<file path="src/rtl/wb_arbiter_pkg.sv">
// Shared types for the register-file write-back arbiter and its result FIFO.
package wb_pkg;

  localparam int REG_COUNT = 32;

  typedef struct packed {
    logic [4:0]  addr;
    logic [31:0] data;
  } wb_req_t;

  function automatic logic [REG_COUNT-1:0] reg_onehot(input logic [4:0] addr);
    logic [REG_COUNT-1:0] r;
    r       = '0;
    r[addr] = 1'b1;
    return r;
  endfunction

endpackage

</file>
<file path="src/rtl/wb_arbiter_if.sv">
// Producer and register-file write-port bundle for wb_arbiter.
// Optional forwarding lookup port exists only when WB_ARBITER_FWD_EN is defined.
interface wb_arbiter_if;

  // Handshake: a result transfers on a cycle where *_valid and *_ready are both 1;
  // a producer seeing ready=0 holds valid, addr and data unchanged into the next cycle.
  logic        i_a_valid;
  logic [4:0]  i_a_addr;
  logic [31:0] i_a_data;
  logic        o_a_ready;
  logic        i_b_valid;
  logic [4:0]  i_b_addr;
  logic [31:0] i_b_data;
  logic        o_b_ready;
  logic        i_stall;
  logic        o_rd_wren;
  logic [4:0]  o_rd_addr;
  logic [31:0] o_rd_data;
  logic [31:0] o_pending;
  logic        o_full;
  logic        o_empty;
`ifdef WB_ARBITER_FWD_EN
  logic [4:0]  i_fwd_addr;
  logic        o_fwd_hit;
  logic [31:0] o_fwd_data;

  modport master (
    output i_a_valid, i_a_addr, i_a_data, i_b_valid, i_b_addr, i_b_data, i_stall, i_fwd_addr,
    input  o_a_ready, o_b_ready, o_rd_wren, o_rd_addr, o_rd_data, o_pending, o_full, o_empty,
           o_fwd_hit, o_fwd_data
  );

  modport slave (
    input  i_a_valid, i_a_addr, i_a_data, i_b_valid, i_b_addr, i_b_data, i_stall, i_fwd_addr,
    output o_a_ready, o_b_ready, o_rd_wren, o_rd_addr, o_rd_data, o_pending, o_full, o_empty,
           o_fwd_hit, o_fwd_data
  );
`else
  modport master (
    output i_a_valid, i_a_addr, i_a_data, i_b_valid, i_b_addr, i_b_data, i_stall,
    input  o_a_ready, o_b_ready, o_rd_wren, o_rd_addr, o_rd_data, o_pending, o_full, o_empty
  );

  modport slave (
    input  i_a_valid, i_a_addr, i_a_data, i_b_valid, i_b_addr, i_b_data, i_stall,
    output o_a_ready, o_b_ready, o_rd_wren, o_rd_addr, o_rd_data, o_pending, o_full, o_empty
  );
`endif

endinterface

</file>
<file path="src/rtl/wb_arbiter_fifo.sv">
// In-order result FIFO for write-back; exposes per-entry valid/contents and the
// read pointer so the parent can build the pending scoreboard and forwarding.
module wb_fifo
  import wb_pkg::*;
#(
  parameter int DEPTH = 4
) (
  input  logic                  clk_i,
  input  logic                  rst_ni,
  input  logic                  push_i,
  input  wb_req_t               push_req_i,
  input  logic                  pop_i,
  output wb_req_t               head_o,
  output logic                  full_o,
  output logic                  empty_o,
  output logic [$clog2(DEPTH)-1:0] rd_ptr_o,
  output logic [DEPTH-1:0]      valid_o,
  output wb_req_t [DEPTH-1:0]   entries_o
);

  localparam int PW = $clog2(DEPTH);
  localparam int CW = PW + 1;

  logic [PW-1:0]       wr_ptr_q, wr_ptr_d;
  logic [PW-1:0]       rd_ptr_q, rd_ptr_d;
  logic [CW-1:0]       count_q, count_d;
  logic [DEPTH-1:0]    valid_q, valid_d;
  wb_req_t [DEPTH-1:0] mem_q, mem_d;
  logic                do_push, do_pop;

  always_comb begin
    // Guard here as well so a misbehaving parent cannot corrupt the pointers.
    do_push  = push_i && !full_o;
    do_pop   = pop_i && !empty_o;
    wr_ptr_d = wr_ptr_q;
    rd_ptr_d = rd_ptr_q;
    count_d  = count_q;
    valid_d  = valid_q;
    mem_d    = mem_q;
    if (do_pop) begin
      valid_d[rd_ptr_q] = 1'b0;
      rd_ptr_d          = rd_ptr_q + PW'(1);
    end
    if (do_push) begin
      valid_d[wr_ptr_q] = 1'b1;
      mem_d[wr_ptr_q]   = push_req_i;
      wr_ptr_d          = wr_ptr_q + PW'(1);
    end
    case ({do_push, do_pop})
      2'b10:   count_d = count_q + CW'(1);
      2'b01:   count_d = count_q - CW'(1);
      default: count_d = count_q;
    endcase
  end

  always_ff @(posedge clk_i or negedge rst_ni) begin
    if (!rst_ni) begin
      wr_ptr_q <= '0;
      rd_ptr_q <= '0;
      count_q  <= '0;
      valid_q  <= '0;
      mem_q    <= '0;
    end else begin
      wr_ptr_q <= wr_ptr_d;
      rd_ptr_q <= rd_ptr_d;
      count_q  <= count_d;
      valid_q  <= valid_d;
      mem_q    <= mem_d;
    end
  end

  assign full_o    = (count_q == CW'(DEPTH));
  assign empty_o   = (count_q == '0);
  assign head_o    = mem_q[rd_ptr_q];
  assign rd_ptr_o  = rd_ptr_q;
  assign valid_o   = valid_q;
  assign entries_o = mem_q;

endmodule

</file>
<file path="src/rtl/wb_arbiter.sv">
// Register-file write-back arbiter: ALU (A) over LSU (B) with anti-starvation,
// zero-latency bypass when idle, FIFO buffering under stall, pending-write scoreboard.
// Define WB_ARBITER_FWD_EN to add the buffered-result forwarding lookup.
module wb_arbiter
  import wb_pkg::*;
#(
  parameter int DEPTH      = 4,
  parameter int STARVE_MAX = 4
) (
  input  logic         i_clk,
  input  logic         i_reset,
  wb_arbiter_if.slave  bus
);

  localparam int PW = $clog2(DEPTH);
  localparam int SW = $clog2(STARVE_MAX + 1);

  logic [SW-1:0]       starve_q, starve_d;
  logic                b_prio, grant_a, grant_b, win_valid, win_x0;
  logic                accept, bypass, push, pop;
  wb_req_t             win_req, head_req;
  logic                fifo_full, fifo_empty;
  logic [PW-1:0]       rd_ptr;
  logic [DEPTH-1:0]    ent_valid;
  wb_req_t [DEPTH-1:0] ent;
  logic [REG_COUNT-1:0] pending;

  always_comb begin
    b_prio    = bus.i_b_valid && (starve_q == SW'(STARVE_MAX));
    grant_b   = bus.i_b_valid && (b_prio || !bus.i_a_valid);
    grant_a   = bus.i_a_valid && !grant_b;
    win_valid = grant_a || grant_b;
    win_req.addr = grant_b ? bus.i_b_addr : bus.i_a_addr;
    win_req.data = grant_b ? bus.i_b_data : bus.i_a_data;
    win_x0    = (win_req.addr == 5'd0);
    // x0 results need no slot, so they are taken even when the FIFO is full.
    accept    = i_reset && win_valid && (win_x0 || !fifo_full);
    bypass    = accept && !win_x0 && fifo_empty && !bus.i_stall;
    push      = accept && !win_x0 && !bypass;
    pop       = i_reset && !fifo_empty && !bus.i_stall;
  end

  always_comb begin
    if (!bus.i_b_valid || grant_b) begin
      starve_d = '0;
    end else if (starve_q != SW'(STARVE_MAX)) begin
      starve_d = starve_q + SW'(1);
    end else begin
      starve_d = starve_q;
    end
  end

  always_ff @(posedge i_clk or negedge i_reset) begin
    if (!i_reset) begin
      starve_q <= '0;
    end else begin
      starve_q <= starve_d;
    end
  end

  wb_fifo #(.DEPTH(DEPTH)) u_fifo (
    .clk_i      (i_clk),
    .rst_ni     (i_reset),
    .push_i     (push),
    .push_req_i (win_req),
    .pop_i      (pop),
    .head_o     (head_req),
    .full_o     (fifo_full),
    .empty_o    (fifo_empty),
    .rd_ptr_o   (rd_ptr),
    .valid_o    (ent_valid),
    .entries_o  (ent)
  );

  always_comb begin
    bus.o_a_ready = accept && grant_a;
    bus.o_b_ready = accept && grant_b;
    bus.o_rd_wren = pop || bypass;
    // Buffered head always goes first; bypass only exists when the FIFO is empty.
    if (pop) begin
      bus.o_rd_addr = head_req.addr;
      bus.o_rd_data = head_req.data;
    end else if (bypass) begin
      bus.o_rd_addr = win_req.addr;
      bus.o_rd_data = win_req.data;
    end else begin
      bus.o_rd_addr = '0;
      bus.o_rd_data = '0;
    end
  end

  always_comb begin
    pending = '0;
    for (int i = 0; i < DEPTH; i++) begin
      if (ent_valid[i]) pending = pending | reg_onehot(ent[i].addr);
    end
    pending[0] = 1'b0;
  end

  assign bus.o_pending = pending;
  assign bus.o_full    = fifo_full;
  assign bus.o_empty   = fifo_empty;

`ifdef WB_ARBITER_FWD_EN
  logic [PW-1:0] fwd_idx;
  logic          fwd_hit;
  logic [31:0]   fwd_data;

  always_comb begin
    fwd_idx  = '0;
    fwd_hit  = 1'b0;
    fwd_data = '0;
    // Walk oldest to youngest so the last match seen is the youngest one.
    for (int i = 0; i < DEPTH; i++) begin
      fwd_idx = rd_ptr + PW'(i);
      if (ent_valid[fwd_idx] && (ent[fwd_idx].addr == bus.i_fwd_addr) &&
          (bus.i_fwd_addr != 5'd0)) begin
        fwd_hit  = 1'b1;
        fwd_data = ent[fwd_idx].data;
      end
    end
  end

  assign bus.o_fwd_hit  = fwd_hit;
  assign bus.o_fwd_data = fwd_data;
`else
  logic unused_rd_ptr;
  assign unused_rd_ptr = ^rd_ptr;
`endif

endmodule

</file>
<file path="src/flat_wrapper.sv">
// flat-port wrapper written by rule: the top's interface ports become plain ports
module wb_arbiter_flat import wb_pkg::*;
#(
  parameter int DEPTH      = 4,
  parameter int STARVE_MAX = 4
)
  (i_clk, i_reset, bus_i_a_valid, bus_i_a_addr, bus_i_a_data, bus_i_b_valid, bus_i_b_addr, bus_i_b_data, bus_i_stall, bus_o_a_ready, bus_o_b_ready, bus_o_rd_wren, bus_o_rd_addr, bus_o_rd_data, bus_o_pending, bus_o_full, bus_o_empty);
  wb_arbiter_if bus_i ();
  input  logic i_clk;
  input  logic i_reset;
  input wire logic [$bits(bus_i.i_a_valid)-1:0] bus_i_a_valid;
  input wire logic [$bits(bus_i.i_a_addr)-1:0] bus_i_a_addr;
  input wire logic [$bits(bus_i.i_a_data)-1:0] bus_i_a_data;
  input wire logic [$bits(bus_i.i_b_valid)-1:0] bus_i_b_valid;
  input wire logic [$bits(bus_i.i_b_addr)-1:0] bus_i_b_addr;
  input wire logic [$bits(bus_i.i_b_data)-1:0] bus_i_b_data;
  input wire logic [$bits(bus_i.i_stall)-1:0] bus_i_stall;
  output wire logic [$bits(bus_i.o_a_ready)-1:0] bus_o_a_ready;
  output wire logic [$bits(bus_i.o_b_ready)-1:0] bus_o_b_ready;
  output wire logic [$bits(bus_i.o_rd_wren)-1:0] bus_o_rd_wren;
  output wire logic [$bits(bus_i.o_rd_addr)-1:0] bus_o_rd_addr;
  output wire logic [$bits(bus_i.o_rd_data)-1:0] bus_o_rd_data;
  output wire logic [$bits(bus_i.o_pending)-1:0] bus_o_pending;
  output wire logic [$bits(bus_i.o_full)-1:0] bus_o_full;
  output wire logic [$bits(bus_i.o_empty)-1:0] bus_o_empty;
  assign bus_i.i_a_valid = bus_i_a_valid;
  assign bus_i.i_a_addr = bus_i_a_addr;
  assign bus_i.i_a_data = bus_i_a_data;
  assign bus_i.i_b_valid = bus_i_b_valid;
  assign bus_i.i_b_addr = bus_i_b_addr;
  assign bus_i.i_b_data = bus_i_b_data;
  assign bus_i.i_stall = bus_i_stall;
  assign bus_o_a_ready = bus_i.o_a_ready;
  assign bus_o_b_ready = bus_i.o_b_ready;
  assign bus_o_rd_wren = bus_i.o_rd_wren;
  assign bus_o_rd_addr = bus_i.o_rd_addr;
  assign bus_o_rd_data = bus_i.o_rd_data;
  assign bus_o_pending = bus_i.o_pending;
  assign bus_o_full = bus_i.o_full;
  assign bus_o_empty = bus_i.o_empty;
  wb_arbiter #(.DEPTH(DEPTH), .STARVE_MAX(STARVE_MAX)) u_core (.i_clk(i_clk), .i_reset(i_reset), .bus(bus_i));
endmodule
</file>
<file path="config.mk">
export PLATFORM = sky130hd
export DESIGN_NAME = wb_arbiter_flat
export DESIGN_NICKNAME = d
export VERILOG_FILES = /design/src/rtl/wb_arbiter_pkg.sv /design/src/rtl/wb_arbiter_if.sv /design/src/rtl/wb_arbiter_fifo.sv /design/src/rtl/wb_arbiter.sv /design/src/flat_wrapper.sv
export SDC_FILE = /design/constraint.sdc
export NUM_CORES = 1
export LEC_CHECK = 0
export ABC_CLOCK_PERIOD_IN_PS = 3800
export CORE_ASPECT_RATIO = 0.75
export CORE_UTILIZATION = 40
export DETAILED_ROUTE_END_ITERATION = 16
export PLACE_DENSITY_LB_ADDON = 0.3
export SYNTH_ARGS = -nofsm -noshare
export SYNTH_HDL_FRONTEND = slang
export SYNTH_SLANG_ARGS = --single-unit
</file>
<file path="constraint.sdc">
create_clock -name i_clk -period 3.8 [get_ports i_clk]
set_clock_uncertainty 0.2 [all_clocks]
set_input_delay 0.76 -clock i_clk [delete_from_list [all_inputs] [get_ports i_clk]]
set_output_delay 0.76 -clock i_clk [all_outputs]
set_load 0.005 [all_outputs]
</file>
[After elaboration in Yosys (flattened, before gate mapping)]
Index checks and enable logic that the tools add are counted.
Operators by class
  $add $sub $neg: 5
  multiply operators: 0
  divide/modulo/power cells: 0
  $lt $le $gt $ge: 12
  equality and inequality tests: 5
  shifts and indexed selects: 0
  mux-type cells: 32
  bitwise logic cells: 6
  reductions and logical operators: 38
Operator list (number)
  $mux W32: 7
  $bwmux W148: 1
  $or A32 B32 Y32: 3
  $bmux W37 S2: 1
  $demux W37 S2: 1
  $mux W37: 2
  $lt A5 B6 Y1 const B: 4
  $logic_and A1 B1 Y1: 21
  $demux W1 S5: 4
  $ge A5 B1 Y1 const B: 4
  $mux W5: 3
  $logic_not A1 Y1: 8
  $mux W4: 2
  $add A3 B1 Y3 const B: 2
  $eq A3 B3 Y1 const B: 2
  $lt A2 B3 Y1 const B: 2
  $mux W1: 6
  $mux W3: 2
  $pmux W3 S2: 1
  $logic_not A5 Y1: 1
  $logic_or A1 B1 Y1: 5
  $add A2 B1 Y2 const B: 2
  $and A4 B4 Y4: 1
  $demux W1 S2: 2
  other kinds (9): 11
Storage, ports and cells
  register bits after elaboration: 162
  bits in latches: 0
  memory bits (writable): 0
  ROM bits: 0
  input bits: 79
  output and inout bits: 74
  logic and storage cells: 111
  memories: 0

[Longest topological paths before layout]
  depth after elaboration: 17
  gate-level depth with buffers: 12
  depth with buffers taken out: 12

[Hierarchy]
From an unflattened synthesis, not the netlist that was laid out.
Unflattened totals
  cells, all modules: 754
  area total of the unflattened synthesis: 9560.4 um2
By module, submodules not included
  wb_fifo: instances 1, cells an instance 413, area each 7317.0 um2, seq. area each 3978.8 um2
  wb_arbiter: instances 1, cells an instance 341, area each 2243.4 um2, seq. area each 75.1 um2

[Least setup slack after synthesis]
No wires, ideal clock.
  path kind: input-to-output
  start: input port bus_i_a_addr[1]
  end: output port bus_o_rd_data[0]
  data arrival time: 2276 ps
  required time: 2840 ps
  slack: 564 ps
  stages: 5
  path buffers: 1
  cells stage by stage: or4_1 > a211oi_2 > nor2_1 > clkbuf_1 > a32o_1
Between the ends
  cells in the longest elaborated chain, start to end: 9
  elaborated cells on any way between the ends: 10
  those cells by class: mux: 3; reduce/logical: 7
RTL lines
  start, declared: RTL line flat_wrapper.sv:12  | input wire logic [$bits(bus_i.i_a_addr)-1:0] bus_i_a_addr;
  $mux W5 *: RTL line wb_arbiter.sv:33  | win_req.addr = grant_b ? bus.i_b_addr : bus.i_a_addr;
  $logic_not A5 Y1 *: RTL line wb_arbiter.sv:35  | win_x0 = (win_req.addr == 5'd0);
  $logic_or A1 B1 Y1: RTL line wb_arbiter.sv:37  | accept = i_reset && win_valid && (win_x0 || !fifo_full);
  $logic_and A1 B1 Y1: RTL line wb_arbiter.sv:37
  $logic_and A1 B1 Y1 * (3 in a row): RTL line wb_arbiter.sv:38  | bypass = accept && !win_x0 && fifo_empty && !bus.i_stall;
  $mux W32 *: RTL line wb_arbiter.sv:83  | end else if (bypass) begin
  $mux W32 *: RTL line wb_arbiter.sv:80  | if (pop) begin
  end, declared: RTL line flat_wrapper.sv:22  | output wire logic [$bits(bus_i.o_rd_data)-1:0] bus_o_rd_data;
Mark *: on every way between the ends. The rest lies on a longest branch, timed or not.

[Final worst setup path]
  start: input port bus_i_b_addr[4]
  end: output port bus_o_b_ready
Between the ends
  cells in the longest elaborated chain, start to end: 5
RTL lines
  start, declared: RTL line flat_wrapper.sv:15  | input wire logic [$bits(bus_i.i_b_addr)-1:0] bus_i_b_addr;
  $mux W5: RTL line wb_arbiter.sv:33
  $logic_not A5 Y1: RTL line wb_arbiter.sv:35
  $logic_or A1 B1 Y1: RTL line wb_arbiter.sv:37
  $logic_and A1 B1 Y1: RTL line wb_arbiter.sv:37
  $logic_and A1 B1 Y1: RTL line wb_arbiter.sv:77  | bus.o_b_ready = accept && grant_b;
  end, declared: RTL line flat_wrapper.sv:19  | output wire logic [$bits(bus_i.o_b_ready)-1:0] bus_o_b_ready;
No other way between the ends.

==> impl_metrics.csv <==
group,metric,value,unit
cells_and_area,final_core_util,54.2,%
placement,placed_cells,1163,
outcome,outcome,"finished, final reports clean",
timing,final_hold_viol_count,0,
power_and_ir_drop,seqPwrFrac,36.7,%
synthesis,synth.top_cell.area_share,44.1,%
setup_path,crit_path_start_kind,"input pin",
detailed_routing,drtAntennaViolNets,0,
cts,clockRootBuffer,"sky130_fd_sc_hd__clkbuf_16",
synthesis,synth_edf_count,0,
detailed_routing,initialDrtViolationCount,666,
timing,timing.hold.ws,0.274,ns
cts,clk-insertion-delay-late,0.42,ns
cells_and_area,syn_to_final_growth,31.5,%
detailed_routing,average_wire_per_cell_in_the_routed_design,20.8,µm
hold_path,min_path_type,"reg2reg",
global_routing,grt-ovfl-total,0,
power_and_ir_drop,powerDensity,740,nW/µm²
global_routing,globalRouteMet1Util,32.4,%
setup_path,worst-r2r-cell-count,15,
detailed_routing,drc_errors,0,
setup_path,critical_path_destination,"bus_o_b_ready",
power_and_ir_drop,power_report.internal_total,5.75,mW
global_routing,grt_pass1_vias,7089,
die,vertical_die_dimension,133,µm
timing,timing.setup.tns,0,ns
job,drv.max_cap_violation_count,0,
power_and_ir_drop,power_share_of_the_combinational_group,44.5,%
synthesis,ys.warnings.count,0,
cells_and_area,layout.cells.non_filler,1205,
setup_path,r2r_end,"u_core.u_fifo.count_q[2]",
setup_path,r2r_setup_slack,0.66,ns
global_routing,grt_usage,22.0,%
cells_and_area,n_antenna_cell,0,
die,total_die_area,23600,µm²
cts,numCtsBuffers,17,
setup_path,criticalPathCategory,"in2out",
placement,hpwl,16800,µm
synthesis,synth.net_count,800,
cts,tritoncts_num_sinks,162,
die,io_pins,153,
power_and_ir_drop,post-layout-total-power,8.94,mW
power_and_ir_drop,power.leakage,5.04,nW
setup_path,critical_path_required,2.84,ns
timing,final-max-slew-violation-count,0,
power_and_ir_drop,clock_power_share,18.8,%
synthesis,synth.largest_area_cell,"sky130_fd_sc_hd__dfrtp_1",
synthesis,synthFlopType,"sky130_fd_sc_hd__dfrtp_1",
synthesis,synth.top_cells.by_area,"sky130_fd_sc_hd__dfrtp_1 (44%), sky130_fd_sc_hd__mux2_2 (13%), sky130_fd_sc_hd__mux2_1 (9.3%)",
power_and_ir_drop,vdd.ir_drop.worst,0.312,mV
cts,tritoncts_clock_tree,"done",
detailed_routing,routed-via-count,7038,
timing,timing.slew.headroom,43.1,%
detailed_routing,routed_via_density,5.84,
cts,clk_pin_slew_worst_paths,0.07,ns
global_routing,grt_antenna_before_repair,1,
synthesis,synth.lib_cells_used.distinct,50,
cells_and_area,post_route_cells_drive_above_1_share,32.2,%
global_routing,gr-usage-met3,5.48,%
setup_path,worstReg2RegStart,"u_core.starve_q[0]",
timing,fmaxAchievable,0.268,GHz
placement,gpl.final_weighted_congestion,0.997,
setup_path,timing.critical_path.fanout_max,2,
cts,max-clock-path-buffers,2,
synthesis,syn-instance-count,709,
global_routing,grt_start_max_net_pins,159,
detailed_routing,drt_pass1_iterations,5,
setup_path,critical_path.endpoint_type,"output port",
placement,io_buffer_count,151,
timing,rsz_0062_raised_after_global_routing,"yes",
global_routing,met2_usage,32.2,%
cts,cts_max_level,4,
cells_and_area,finish.net_count,989,
setup_path,cp-startpoint,"bus_i_b_addr[4]",
timing,timing.final.crit_share,98.2,%
synthesis,ys_seq_area_share,44.1,%
synthesis,synth.ff_latch_count,162,
power_and_ir_drop,total_switching_power,3.19,mW
timing,timing.final.crit_period,3.73,ns
timing,worst_slew_pin_slew,0.854,ns
die,rows,47,
synthesis,synth-async-reset-ratio,100,%
synthesis,syn_avg_cell_area,13.0,µm²
timing,setup-violations-final,0,
detailed_routing,totalWireLength,25100,µm
global_routing,global_route.peak_usage_layer,"met1",
setup_path,critical_path_arrival,2.77,ns
power_and_ir_drop,power.switching_fraction,35.7,%
synthesis,post_synth_instance_area,9180,µm²
die,starting_density,41.2,%
cells_and_area,fillers,1900,
die,die_w,177,µm
die,fp.coreArea,22300,µm²
global_routing,grt_first_pass_wirelength,40000,µm
metrics by stage:
stage / area [µm²] / setup WS [ns]
floorplan: 9180 / 0.564
global placement: 11400 / -0.175
detailed placement: 11400 / -0.222
CTS: 12100 / 0.00114
global route: 12100 / -0.0126
finish: 12100 / 0.0689
state kept, by name, indices dropped and copies added (netlist names):
signal and flops:
u_core.starve_q 3, u_core.u_fifo.count_q 3, u_core.u_fifo.entries_o 148, u_core.u_fifo.rd_ptr_o 2, u_core.u_fifo.valid_o 4, u_core.u_fifo.wr_ptr_q 2
cells in the final DEF, fill, tap and decap left out, types with 5 or more instances in the layout:
| master | n |
|---|---|
| sky130_fd_sc_hd__a21o_1 | 6 |
| sky130_fd_sc_hd__a21oi_1 | 9 |
| sky130_fd_sc_hd__a221o_1 | 11 |
| sky130_fd_sc_hd__a22o_1 | 5 |
| sky130_fd_sc_hd__a22oi_1 | 7 |
| sky130_fd_sc_hd__a32o_1 | 32 |
| sky130_fd_sc_hd__buf_12 | 10 |
| sky130_fd_sc_hd__buf_4 | 62 |
| sky130_fd_sc_hd__clkbuf_16 | 17 |
| sky130_fd_sc_hd__clkbuf_2 | 11 |
| sky130_fd_sc_hd__clkdlybuf4s50_1 | 107 |
| sky130_fd_sc_hd__dfrtp_1 | 161 |
| sky130_fd_sc_hd__dlygate4sd2_1 | 30 |
| sky130_fd_sc_hd__ha_1 | 11 |
| sky130_fd_sc_hd__inv_1 | 20 |
| sky130_fd_sc_hd__inv_8 | 6 |
| sky130_fd_sc_hd__mux2_1 | 76 |
| sky130_fd_sc_hd__mux2_2 | 110 |
| sky130_fd_sc_hd__mux4_2 | 37 |
| sky130_fd_sc_hd__nand2_1 | 21 |
| sky130_fd_sc_hd__nand3_1 | 6 |
| sky130_fd_sc_hd__nand3b_1 | 10 |
| sky130_fd_sc_hd__nor2_1 | 25 |
| sky130_fd_sc_hd__nor3_1 | 5 |
| sky130_fd_sc_hd__nor3b_1 | 9 |
| sky130_fd_sc_hd__o211ai_1 | 5 |
| sky130_fd_sc_hd__o221ai_1 | 12 |
| sky130_fd_sc_hd__o22ai_1 | 13 |
| sky130_fd_sc_hd__or2_2 | 5 |
| sky130_fd_sc_hd__or3b_2 | 7 |
worst max-delay path, stage by stage:
cell	delay, ns
sky130_fd_sc_hd__dlygate4sd2_1	0.24
sky130_fd_sc_hd__or4_4	0.57
sky130_fd_sc_hd__o21ai_1	0.15
sky130_fd_sc_hd__buf_4	0.14
sky130_fd_sc_hd__nor3b_1	0.26
sky130_fd_sc_hd__buf_4	0.17
sky130_fd_sc_hd__clkdlybuf4s50_1	0.48
per-layer routing:
metal / up-vias / wire length [µm]
li1: 3114 / -
met1: 3592 / 11500
met2: 307 / 11200
met3: 25 / 2120
met4: 0 / 221
met5: - / 0
power by group through the flow:
stage | logic [mW] | clock network, mW | registers [mW]
after floorplan | 2.83 | 0 | 2.93
after global placement | 4.00 | 0 | 3.24
after detailed placement | 4.05 | 0 | 3.28
after CTS | 4.01 | 1.72 | 3.25
after global routing | 4.29 | 1.79 | 3.39
final | 3.98 | 1.68 | 3.28
layout make-up:
| type | count | area (µm²) | area share (%) |
|---|---|---|---|
| Sequential cell | 162 | 4060 | 33.6 |
| Clock buffer | 17 | 425 | 3.52 |
| Tap cell | 294 | 368 | 3.05 |
| Multi-Input combinational cell | 469 | 4820 | 39.9 |
| Clock inverter | 15 | 159 | 1.32 |
| Timing Repair Buffer | 228 | 2180 | 18.0 |
| Inverter | 20 | 75.1 | 0.622 |
how the worst min path moves through the flow:
stage / from / to / slack, ns / cells past startpoint
after floorplan: u_core.starve_q[0] / u_core.starve_q[0] / 0.24 / 1
after global placement: u_core.starve_q[0] / u_core.starve_q[0] / 0.25 / 1
after detailed placement: u_core.starve_q[0] / u_core.starve_q[0] / 0.26 / 1
after CTS: u_core.starve_q[0] / u_core.starve_q[0] / 0.27 / 1
after global routing: u_core.starve_q[0] / u_core.starve_q[0] / 0.29 / 1
final: u_core.starve_q[0] / u_core.starve_q[0] / 0.27 / 1
cell families after synthesis:
kind of cell,Yosys count,synth area share [%]
other,1,0.0408
adder cells (fa/ha/maj),12,1.72
XOR/XNOR,5,0.477
AO/OA/AOI/OAI,112,10.2
multiplexers,225,32.1
AND/OR/NAND/NOR,114,7.26
flip-flops,162,44.1
buffers and inverters,78,4.02
synthesized netlist by cell type, drive strengths merged, types with 2 or more instances:
| library cell | n |
|---|---|
| a32o | 32 |
| nor2b | 2 |
| or3b | 7 |
| o21ai | 3 |
| nand2b | 2 |
| and3 | 4 |
| nand3 | 6 |
| o221ai | 12 |
| inv | 20 |
| clkbuf | 34 |
| ha | 11 |
| or4 | 2 |
| a22oi | 7 |
| a21oi | 9 |
| a21o | 6 |
| o211ai | 5 |
| or2 | 5 |
| nor3 | 5 |
| buf | 24 |
| o32ai | 2 |
| and2 | 2 |
| nor4b | 5 |
| and3b | 3 |
| mux4 | 37 |
| a22o | 5 |
| nand3b | 10 |
| dfrtp | 162 |
| o22ai | 13 |
| mux2i | 2 |
| nor3b | 11 |
| nand2 | 22 |
| xor2 | 2 |
| a221o | 11 |
| nor2 | 26 |
| a211o | 4 |
| mux2 | 186 |
| xnor2 | 3 |
timing repair:
item,in CTS,in global routing
endpoints found under the hold margin,4,0
hold buffers,1,0
buffers inserted,7,0
cloned,2,0
pin swaps,2,3
gates resized for setup,49,25
endpoints found under the setup margin,37,13
Power figures use the tool's default switching activity.
